$ cat src/rtl/fir_pkg.sv
// Shared constants for the single-channel FIR core and the state type of its sample loader.
package fir_pkg;

    localparam int DATA_WIDTH = 16;
    localparam int ADDR_WIDTH = 16;
    localparam int DATA_NUM   = 65536;

    typedef enum logic [2:0] {
        IDLE   = 3'd0,
        LOAD   = 3'd1,
        SETTLE = 3'd2,
        RUN    = 3'd3,
        DONE   = 3'd4
    } loader_state_t;

endpackage

$ cat src/rtl/fir_sample_loader.sv
// Loads one frame of stream samples into the FIR data memory, holds the core in reset while
// loading, releases it, and waits (with a watchdog) for the core's done interrupt.
module fir_sample_loader
    import fir_pkg::*;
#(
    parameter int DATA_WIDTH  = fir_pkg::DATA_WIDTH,
    parameter int ADDR_WIDTH  = fir_pkg::ADDR_WIDTH,
    parameter int DATA_NUM    = fir_pkg::DATA_NUM,
    parameter int SETTLE_CYC  = 2,
    parameter int RUN_TIMEOUT = 65600
) (
    input  logic                  clk,
    input  logic                  rst,
    input  logic                  start_i,
    input  logic                  abort_i,
    input  logic                  s_valid_i,
    input  logic [DATA_WIDTH-1:0] s_data_i,
    output logic                  s_ready_o,
    output logic [ADDR_WIDTH-1:0] mem_addr_wr_o,
    output logic [DATA_WIDTH-1:0] mem_din_o,
    output logic                  mem_we_o,
    output logic                  fir_rst_o,
    input  logic                  fir_done_i,
    output logic                  busy_o,
    output logic                  frame_done_o,
    output logic                  err_o
);

    // One extra bit so a full 2**ADDR_WIDTH frame never wraps the count.
    localparam int CNT_W = ADDR_WIDTH + 1;
    localparam int SET_W = (SETTLE_CYC > 1) ? $clog2(SETTLE_CYC) : 1;
    localparam int WD_W  = $clog2(RUN_TIMEOUT + 1);

    loader_state_t    state_reg, state_next;
    logic [CNT_W-1:0] count_reg, count_next;
    logic [SET_W-1:0] settle_reg, settle_next;
    logic [WD_W-1:0]  wd_reg, wd_next;
    logic             err_reg, err_next;

    logic                  mem_we_reg;
    logic [ADDR_WIDTH-1:0] mem_addr_reg;
    logic [DATA_WIDTH-1:0] mem_din_reg;
    logic                  fir_rst_reg;

    logic handshake;

    assign s_ready_o     = (state_reg == LOAD);
    assign handshake     = s_valid_i && s_ready_o;
    assign busy_o        = (state_reg != IDLE);
    assign frame_done_o  = (state_reg == DONE);
    assign err_o         = err_reg;
    assign mem_we_o      = mem_we_reg;
    assign mem_addr_wr_o = mem_addr_reg;
    assign mem_din_o     = mem_din_reg;
    assign fir_rst_o     = fir_rst_reg;

    always_comb begin
        state_next  = state_reg;
        count_next  = count_reg;
        settle_next = settle_reg;
        wd_next     = wd_reg;
        err_next    = err_reg;
        if (abort_i) begin
            state_next = IDLE;
            count_next = '0;
        end else begin
            case (state_reg)
                IDLE: begin
                    if (start_i) begin
                        state_next = LOAD;
                        count_next = '0;
                        err_next   = 1'b0;
                    end
                end
                LOAD: begin
                    if (handshake) begin
                        count_next = count_reg + 1'b1;
                        if (count_reg == CNT_W'(DATA_NUM - 1)) begin
                            state_next  = SETTLE;
                            settle_next = '0;
                        end
                    end
                end
                SETTLE: begin
                    settle_next = settle_reg + 1'b1;
                    if (settle_reg == SET_W'(SETTLE_CYC - 1)) begin
                        state_next = RUN;
                        wd_next    = '0;
                    end
                end
                RUN: begin
                    wd_next = wd_reg + 1'b1;
                    // A done arriving on the last watchdog cycle still counts as success.
                    if (fir_done_i) begin
                        state_next = DONE;
                    end else if (wd_reg == WD_W'(RUN_TIMEOUT - 1)) begin
                        state_next = IDLE;
                        err_next   = 1'b1;
                    end
                end
                DONE: state_next = IDLE;
                default: state_next = IDLE;
            endcase
        end
    end

    always_ff @(posedge clk or posedge rst) begin
        if (rst) begin
            state_reg  <= IDLE;
            count_reg  <= '0;
            settle_reg <= '0;
            wd_reg     <= '0;
            err_reg    <= 1'b0;
        end else begin
            state_reg  <= state_next;
            count_reg  <= count_next;
            settle_reg <= settle_next;
            wd_reg     <= wd_next;
            err_reg    <= err_next;
        end
    end

    // An aborted cycle discards its sample instead of writing it.
    always_ff @(posedge clk or posedge rst) begin
        if (rst) begin
            mem_we_reg   <= 1'b0;
            mem_addr_reg <= '0;
            mem_din_reg  <= '0;
            fir_rst_reg  <= 1'b1;
        end else begin
            mem_we_reg  <= handshake && !abort_i;
            fir_rst_reg <= (state_next != RUN);
            if (handshake && !abort_i) begin
                mem_addr_reg <= count_reg[ADDR_WIDTH-1:0];
                mem_din_reg  <= s_data_i;
            end
        end
    end

endmodule
$ cat config.mk
export PLATFORM = sky130hd
export DESIGN_NAME = fir_sample_loader
export DESIGN_NICKNAME = d
export VERILOG_FILES = /design/src/rtl/fir_pkg.sv /design/src/rtl/fir_sample_loader.sv
export SDC_FILE = /design/constraint.sdc
export NUM_CORES = 1
export LEC_CHECK = 0
export ABC_AREA = 1
export CORE_ASPECT_RATIO = 1.2
export CORE_MARGIN = 2
export CORE_UTILIZATION = 48
export DETAILED_ROUTE_END_ITERATION = 8
export PLACE_DENSITY = 0.75
export REMOVE_ABC_BUFFERS = 1
export SYNTH_ARGS = -nofsm -noshare
export SYNTH_HDL_FRONTEND = slang
export SYNTH_SLANG_ARGS = --single-unit
$ cat constraint.sdc
create_clock -name clk -period 2.1 [get_ports clk]
set_clock_uncertainty 0.1 [all_clocks]
set_input_delay 0.21 -clock clk [delete_from_list [all_inputs] [get_ports clk]]
set_output_delay 0.21 -clock clk [all_outputs]
set_load 0.005 [all_outputs]
Word level (Yosys, flattened, before mapping)
Cells that the tools add are included.
{ "word_totals": {"rom_bits": 0, "inputBits": 22, "latchBits": 0, "output_inout_bits": 38, "register_bits": 73, "wordCells": 62, "mem_count": 0, "mem_bits_rw": 0} }
{ "classes": {"n_shift": 0, "n_div": 0, "eq_ne": 15, "reduce_logical": 13, "bitwise": 1, "muxes": 21, "add_sub_neg": 3, "n_mul": 0, "magnitude_cmp": 0} }
{ "ops": {"columns": ["cell", "count"], "rows": [
  ["$mux 17", 4],
  ["$pmux 17 s2", 2],
  ["$add 17x1->17 const B", 2],
  ["$mux 3", 7],
  ["$eq 17x16->1 const B", 1],
  ["$eq 17x17->1 const B", 1],
  ["$pmux 3 s4", 1],
  ["$ne 2x2->1 const B", 4],
  ["$eq 3x2->1 const B", 2],
  ["$ne 3x2->1 const B", 2],
  ["$reduce_and 3->1", 2],
  ["$reduce_bool 2->1", 3],
  ["$reduce_bool 3->1", 2],
  ["$mux 1", 5],
  ["$reduce_and 5->1", 1],
  ["$ne 2x1->1 const B", 2],
  ["$pmux 1 s2", 2],
  ["$reduce_and 4->1", 1],
  ["$eq 3x1->1 const B", 1],
  ["$eq 3x3->1 const B", 1],
  ["$logic_not 3->1", 1],
  ["$ne 3x3->1 const B", 1],
  ["$logic_and 1x1->1", 2],
  ["$add 1x1->1 const B", 1],
  ["other kinds (2)", 2]
]} }

Depth between registers and ports, before layout
{ "logic_depth": {"ltp_word": 6, "ltp_mapped": 14, "mapped_depth_nobuf": 14} }

Least setup slack after synthesis
Ideal clock, no wire load.
{ "synth_path": {"path_kind": "register -> register", "start": "register count_reg[0]", "end": "register state_reg[0]", "synth_period_minus_slack_ns": 1.901, "setup_time_ns": 0.126, "path_slack_ns": 0.199, "t_arrival_ns": 1.675, "path_buffers": 0, "required_time_ns": 1.874, "path_stages_with_launch": 13, "cell_sequence": "dfrtp_1 -> ha_1 -> nand2_1 -> inv_1 -> nand2_1 -> nor2_1 -> nand2_1 -> nor2_2 -> and3_1 -> ha_1 -> nand3_1 -> a21oi_1 -> a21oi_1"} }
{ "synth_via": {"elab_chain_cells": 5} }
{ "synth_rtl": {"columns": ["item", "line_no", "rtl"], "rows": [
  ["start, declared", "fir_sample_loader.sv:35", "logic [CNT_W-1:0] count_reg, count_next;"],
  ["start signal, assigned", "fir_sample_loader.sv:116", "count_reg <= count_next;"],
  ["$eq 17x16->1", "fir_sample_loader.sv:78", "if (count_reg == CNT_W'(DATA_NUM - 1)) begin"],
  ["$mux 3", "fir_sample_loader.sv:78", null],
  ["$mux 3", "fir_sample_loader.sv:76", "if (handshake) begin"],
  ["$pmux 3 s4", "fir_sample_loader.sv:67", "case (state_reg)"],
  ["$mux 3", "fir_sample_loader.sv:63", "if (abort_i) begin"],
  ["net state_next[0]", "fir_sample_loader.sv:34", "loader_state_t state_reg, state_next;"],
  ["end signal, assigned", "fir_sample_loader.sv:115", "state_reg <= state_next;"],
  ["end, declared", "fir_sample_loader.sv:34", null]
]} }
The timed path passes the listed nets, and every way through them passes these cells.
A chain may end at the register's enable or synchronous reset.

Worst setup path after layout
{ "layout_path": {"start": "register count_reg[1]", "end": "register settle_reg"} }
{ "layout_via": {"elab_chain_cells": 3} }
{ "layout_rtl": {"columns": ["item", "line_no", "rtl"], "rows": [
  ["$eq 17x16->1", "fir_sample_loader.sv:78", null],
  ["$ne 2x1->1 (no line)", null, null],
  ["$reduce_and 4->1 (no line)", null, null],
  ["end signal, assigned", "fir_sample_loader.sv:117", "settle_reg <= settle_next;"],
  ["end, declared", "fir_sample_loader.sv:36", "logic [SET_W-1:0] settle_reg, settle_next;"]
]} }
Every way passes these cells.

==> results list <==
- Boundary Pins: 60
* Number of antenna cells inserted: 0
- After floorplanning, the core was sized to cover roughly 7300 sq um.
- Cell chosen for the clock root: sky130_fd_sc_hd__clkbuf_8
- Max Fanout on Critical Path: 3
- Synthesis produced about 470 cells.
* Register-to-Register Setup Slack: between 0.04 and 0.05 ns
- The Yosys step of the flow raised 0 warnings.
* Layout Nets: 565
- For this configuration, the core starts out at a cell density of 0.498.
* Post-layout power: 3.28 mW
- Global route overflow: 0
* Sequential cell area fraction in the yosys report: 0.502
* Register area: 1830 sq um
- Type of the tightest min-delay check: input port to async pin
- Final Util: 0.632
- Dividing the detail-routed via count by the number of cells gives 5.12.
- For this design the ratio of total power to cell area is 710 nW/um^2.
- Vias in the first global route: slightly above 3000
- Net Switching: roughly 0.83 mW
- Number of clock sinks: 73
* Mean instance size in the synthesized netlist: 7.73 sq um
- Dividing the final minimum period by the clock period gives 0.977.
- The first routing iteration left 155 violations.
- CTS clock-pin slew for the worst setup and hold paths: around 0.080 ns
* Growth of design area from synthesis to finish: 27.0%
- Across the run, the number of max-cap violations was 0.
* Routed vias: 3253
- Die Outline Area: 8300 sq um
* Weighted congestion at the end of routability-driven global placement: 0.876
- Chip width: around 84 microns
* Kind of critical path: flip-flop to flip-flop
* Largest net degree at the start of global routing: 47
- Number of hold violations in the final report: 0
- Static timing analysis puts the maximum clock frequency at a little under 500 MHz.
* Synthesized cell area: 3640 sq um
* Commonest register cell after synthesis: sky130_fd_sc_hd__dfrtp_1
* Clock latency at the later pin of the worst-skew pair: 0.35 ns
- In this run, CTS created clock tree buffers numbering 9.
- The number of buffers and inverters on the critical path is 1.
* Cell leakage power: ~2.2 nW
- Number of hold buffers added after cts: 0
- IR analysis of the VDD net gives a maximum drop of 0.000497 V.
- The clock tree synthesis step divided the H-tree into 3 levels.
- Worst-Margin Slew: 0.742 ns
- Post-route antenna net violation count: 0
- Internal power comes to 2.46 mW.
- Result of the run: completed
* Post-detailed-routing wire length: 8280 microns
- TritonCTS clock tree: built
* Yosys reg bits: 73
* Worst Reg2Reg Path Length in Cells: 12
- Y dimension of the die: 99.4 microns
* Comb pwr share: 0.139
- Switching part of the total power: 0.252
- After synthesis, the share of flip-flops with an asynchronous set or reset is 1.00.
- Critical path data arrival time: 2.20 ns
- Critical path's slowest cell: sky130_fd_sc_hd__dfrtp_1
- In the routed design, unresolved DRC markers number 0.
* Clock group share of total power: 0.381
- In this run, synthesis inferred 0 flip-flops with an integrated enable.
* First drt pass iteration count: 4
- Dividing the detail-routed wire length by the instance count gives 13.0 microns.
- List of cells traversed by the critical path: ha_2 -> nand2_2 -> inv_2 -> nand2_2 -> nor2_2 -> nand2_1 -> nor2_2 -> and3_1 -> ha_2 -> o21ai_0 -> a21oi_1 -> o21bai_1
- Counting the fill cells in the layout gives 642.
- Worst setup SP type: flip-flop
- Broken down by cell family, the worst path's largest delay share belongs to simple AND/OR/NAND/NOR gates.
- In this run the tightest slew margin relative to its limit is 0.505.
- The count of cells in the finished layout, fillers not included, comes to around 640.
- Share of post-route cells with drive strength above 1: 0.105
* GRT Overall Usage: 0.207
* Floorplan row count: 34
- Cell variety after synth: 32
- Number of slew-limit violations in the final report: 0
* Global-route wire length before repair: between 10000 and 15000 microns
* Buffers added on ports: 59
- The endpoint identified for the worst register-to-register timing path is settle_reg$_DFFE_PP0P_.
* Unrepaired setup endpoints after global routing: yes
* Clock Path Buffers: 2
- STA puts the critical path data required time at 2.24 ns.
* Sum of net half-perimeters after detailed placement: between 5000 and 6000 microns
- Tmin final: roughly 2.1 ns
* Worst setup EP type: flip-flop
* Area used by multi-input combinational logic: 1560 sq um
* Max incr delay on CP: 0.39 ns
- In the final timing run, aggregate negative setup slack is 0 ns.
* Portion of total power attributed to sequential cells: 0.480
- Worst reg2reg path startpoint: count_reg[1]$_DFFE_PP0P_
- The number of antenna violations at the first check in global routing came to 0.
- Logic depth of the worst path, buffers included: 12
- # setup viols final: 0
* Cells after DPL: 617
-- through the flow --
step | hold slack, ns | worst slack, ns | cell area [sq um]
CTS | 0.0689 | 0.0206 | 4590
global route | 0.0913 | -0.0733 | 4630
floorplan | 0.173 | -0.0616 | 3570
global placement | 0.353 | 0.139 | 4350
detailed placement | 0.357 | 0.0400 | 4350
finish | 0.0609 | 0.0480 | 4630
-- power groups by stage --
| stage | logic [mW] | clock network, mW | registers, mW |
|---|---|---|---|
| after floorplan | 0.180 | 0 | 1.60 |
| after global placement | 0.453 | 0 | 1.60 |
| after detailed placement | 0.463 | 0 | 1.60 |
| after CTS | 0.465 | 1.28 | 1.57 |
| after global routing | 0.512 | 1.32 | 1.59 |
| final | 0.458 | 1.25 | 1.58 |
-- layout make-up --
type | count | share of cell area
flip-flops and latches | 73 | 0.395
multi-input cells | 332 | 0.337
repair buffers | 69 | 0.149
inverters | 55 | 0.0446
clock buffers | 10 | 0.0298
well taps | 90 | 0.0243
clock inverters | 6 | 0.0195
-- worst max path at each step --
stage,startpoint,to,slack (ns)
6_report,count_reg[1]$_DFFE_PP0P_,settle_reg$_DFFE_PP0P_,0.05
5_1_grt,count_reg[1]$_DFFE_PP0P_,fir_rst_o$_DFF_PP1_,-0.07
4_1_cts,count_reg[1]$_DFFE_PP0P_,fir_rst_o$_DFF_PP1_,0.02
3_5_place_dp,count_reg[1]$_DFFE_PP0P_,state_reg[0]$_DFF_PP0_,0.04
3_3_place_gp,count_reg[1]$_DFFE_PP0P_,state_reg[0]$_DFF_PP0_,0.14
2_1_floorplan,rst,count_reg[0]$_DFFE_PP0P_,-0.06
-- placed cells by master, fill, tap and decap left out, drive strengths merged, types with 3 or more instances in the layout --
cell / instances
clkbuf: 10
nor2: 48
buf: 10
dfrtp: 72
a21oi: 14
ha: 3
nand4: 16
nor3: 10
nand3: 29
nand2: 169
clkinv: 3
o21ai: 33
clkdlybuf4s50: 59
inv: 55
-- timing repair --
item / 4_1_cts / 5_1_grt
pin swaps: 0 / 8
setup endpoints to repair: 1 / 5
buffers inserted: 0 / 2
gates resized for setup: 1 / 10
-- worst reg2reg max path, delay by kind of cell, from the launching register on --
kind / cells / cell delay [ns]
simple gates: 6 / 0.66
compound gates: 3 / 0.34
buf+inv: 1 / 0.07
fa+ha+maj: 2 / 0.39
flops: 1 / 0.39
-- cells in the mapped netlist, types with 3 or more instances --
cell type                 number  area (sq um)
sky130_fd_sc_hd__nor2_2        3          18.8
sky130_fd_sc_hd__nand4_1      16           100
sky130_fd_sc_hd__inv_2         3          11.3
sky130_fd_sc_hd__nand3_1      25           125
sky130_fd_sc_hd__nor2_1       42           158
sky130_fd_sc_hd__dfrtp_1      72          1800
sky130_fd_sc_hd__nand3_2       4          40.0
sky130_fd_sc_hd__a21oi_1      14          70.1
sky130_fd_sc_hd__o21ai_1      19          95.1
sky130_fd_sc_hd__ha_1          3          37.5
sky130_fd_sc_hd__nand2_1     166           623
sky130_fd_sc_hd__buf_6         3          33.8
sky130_fd_sc_hd__nor3_1        9          45.0
sky130_fd_sc_hd__o21ai_0      13          65.1
sky130_fd_sc_hd__buf_2         7          35.0
sky130_fd_sc_hd__inv_1        51           191
sky130_fd_sc_hd__nor2_4        3          33.8
-- logic make-up (layout without fill, tap and decap cells) --
family / Yosys count / after routing / synth area share
and+or+nand+nor: 275 / 275 / 0.330
DFF: 73 / 73 / 0.502
buffers and inverters: 66 / 140 / 0.0776
AOI/OAI and AO/OA: 54 / 54 / 0.0804
adders and majority gates: 3 / 3 / 0.0103
-- per-layer routing --
layer / vias up / track usage / wire length (microns)
li1: 1644 / - / -
met1: 1540 / 0.249 / 3530
met4: 0 / 0.112 / 170
met5: - / 0 / 0
met3: 12 / 0.0307 / 214
met2: 57 / 0.360 / 4370
No activity file was read; power rests on OpenSTA's default activity.
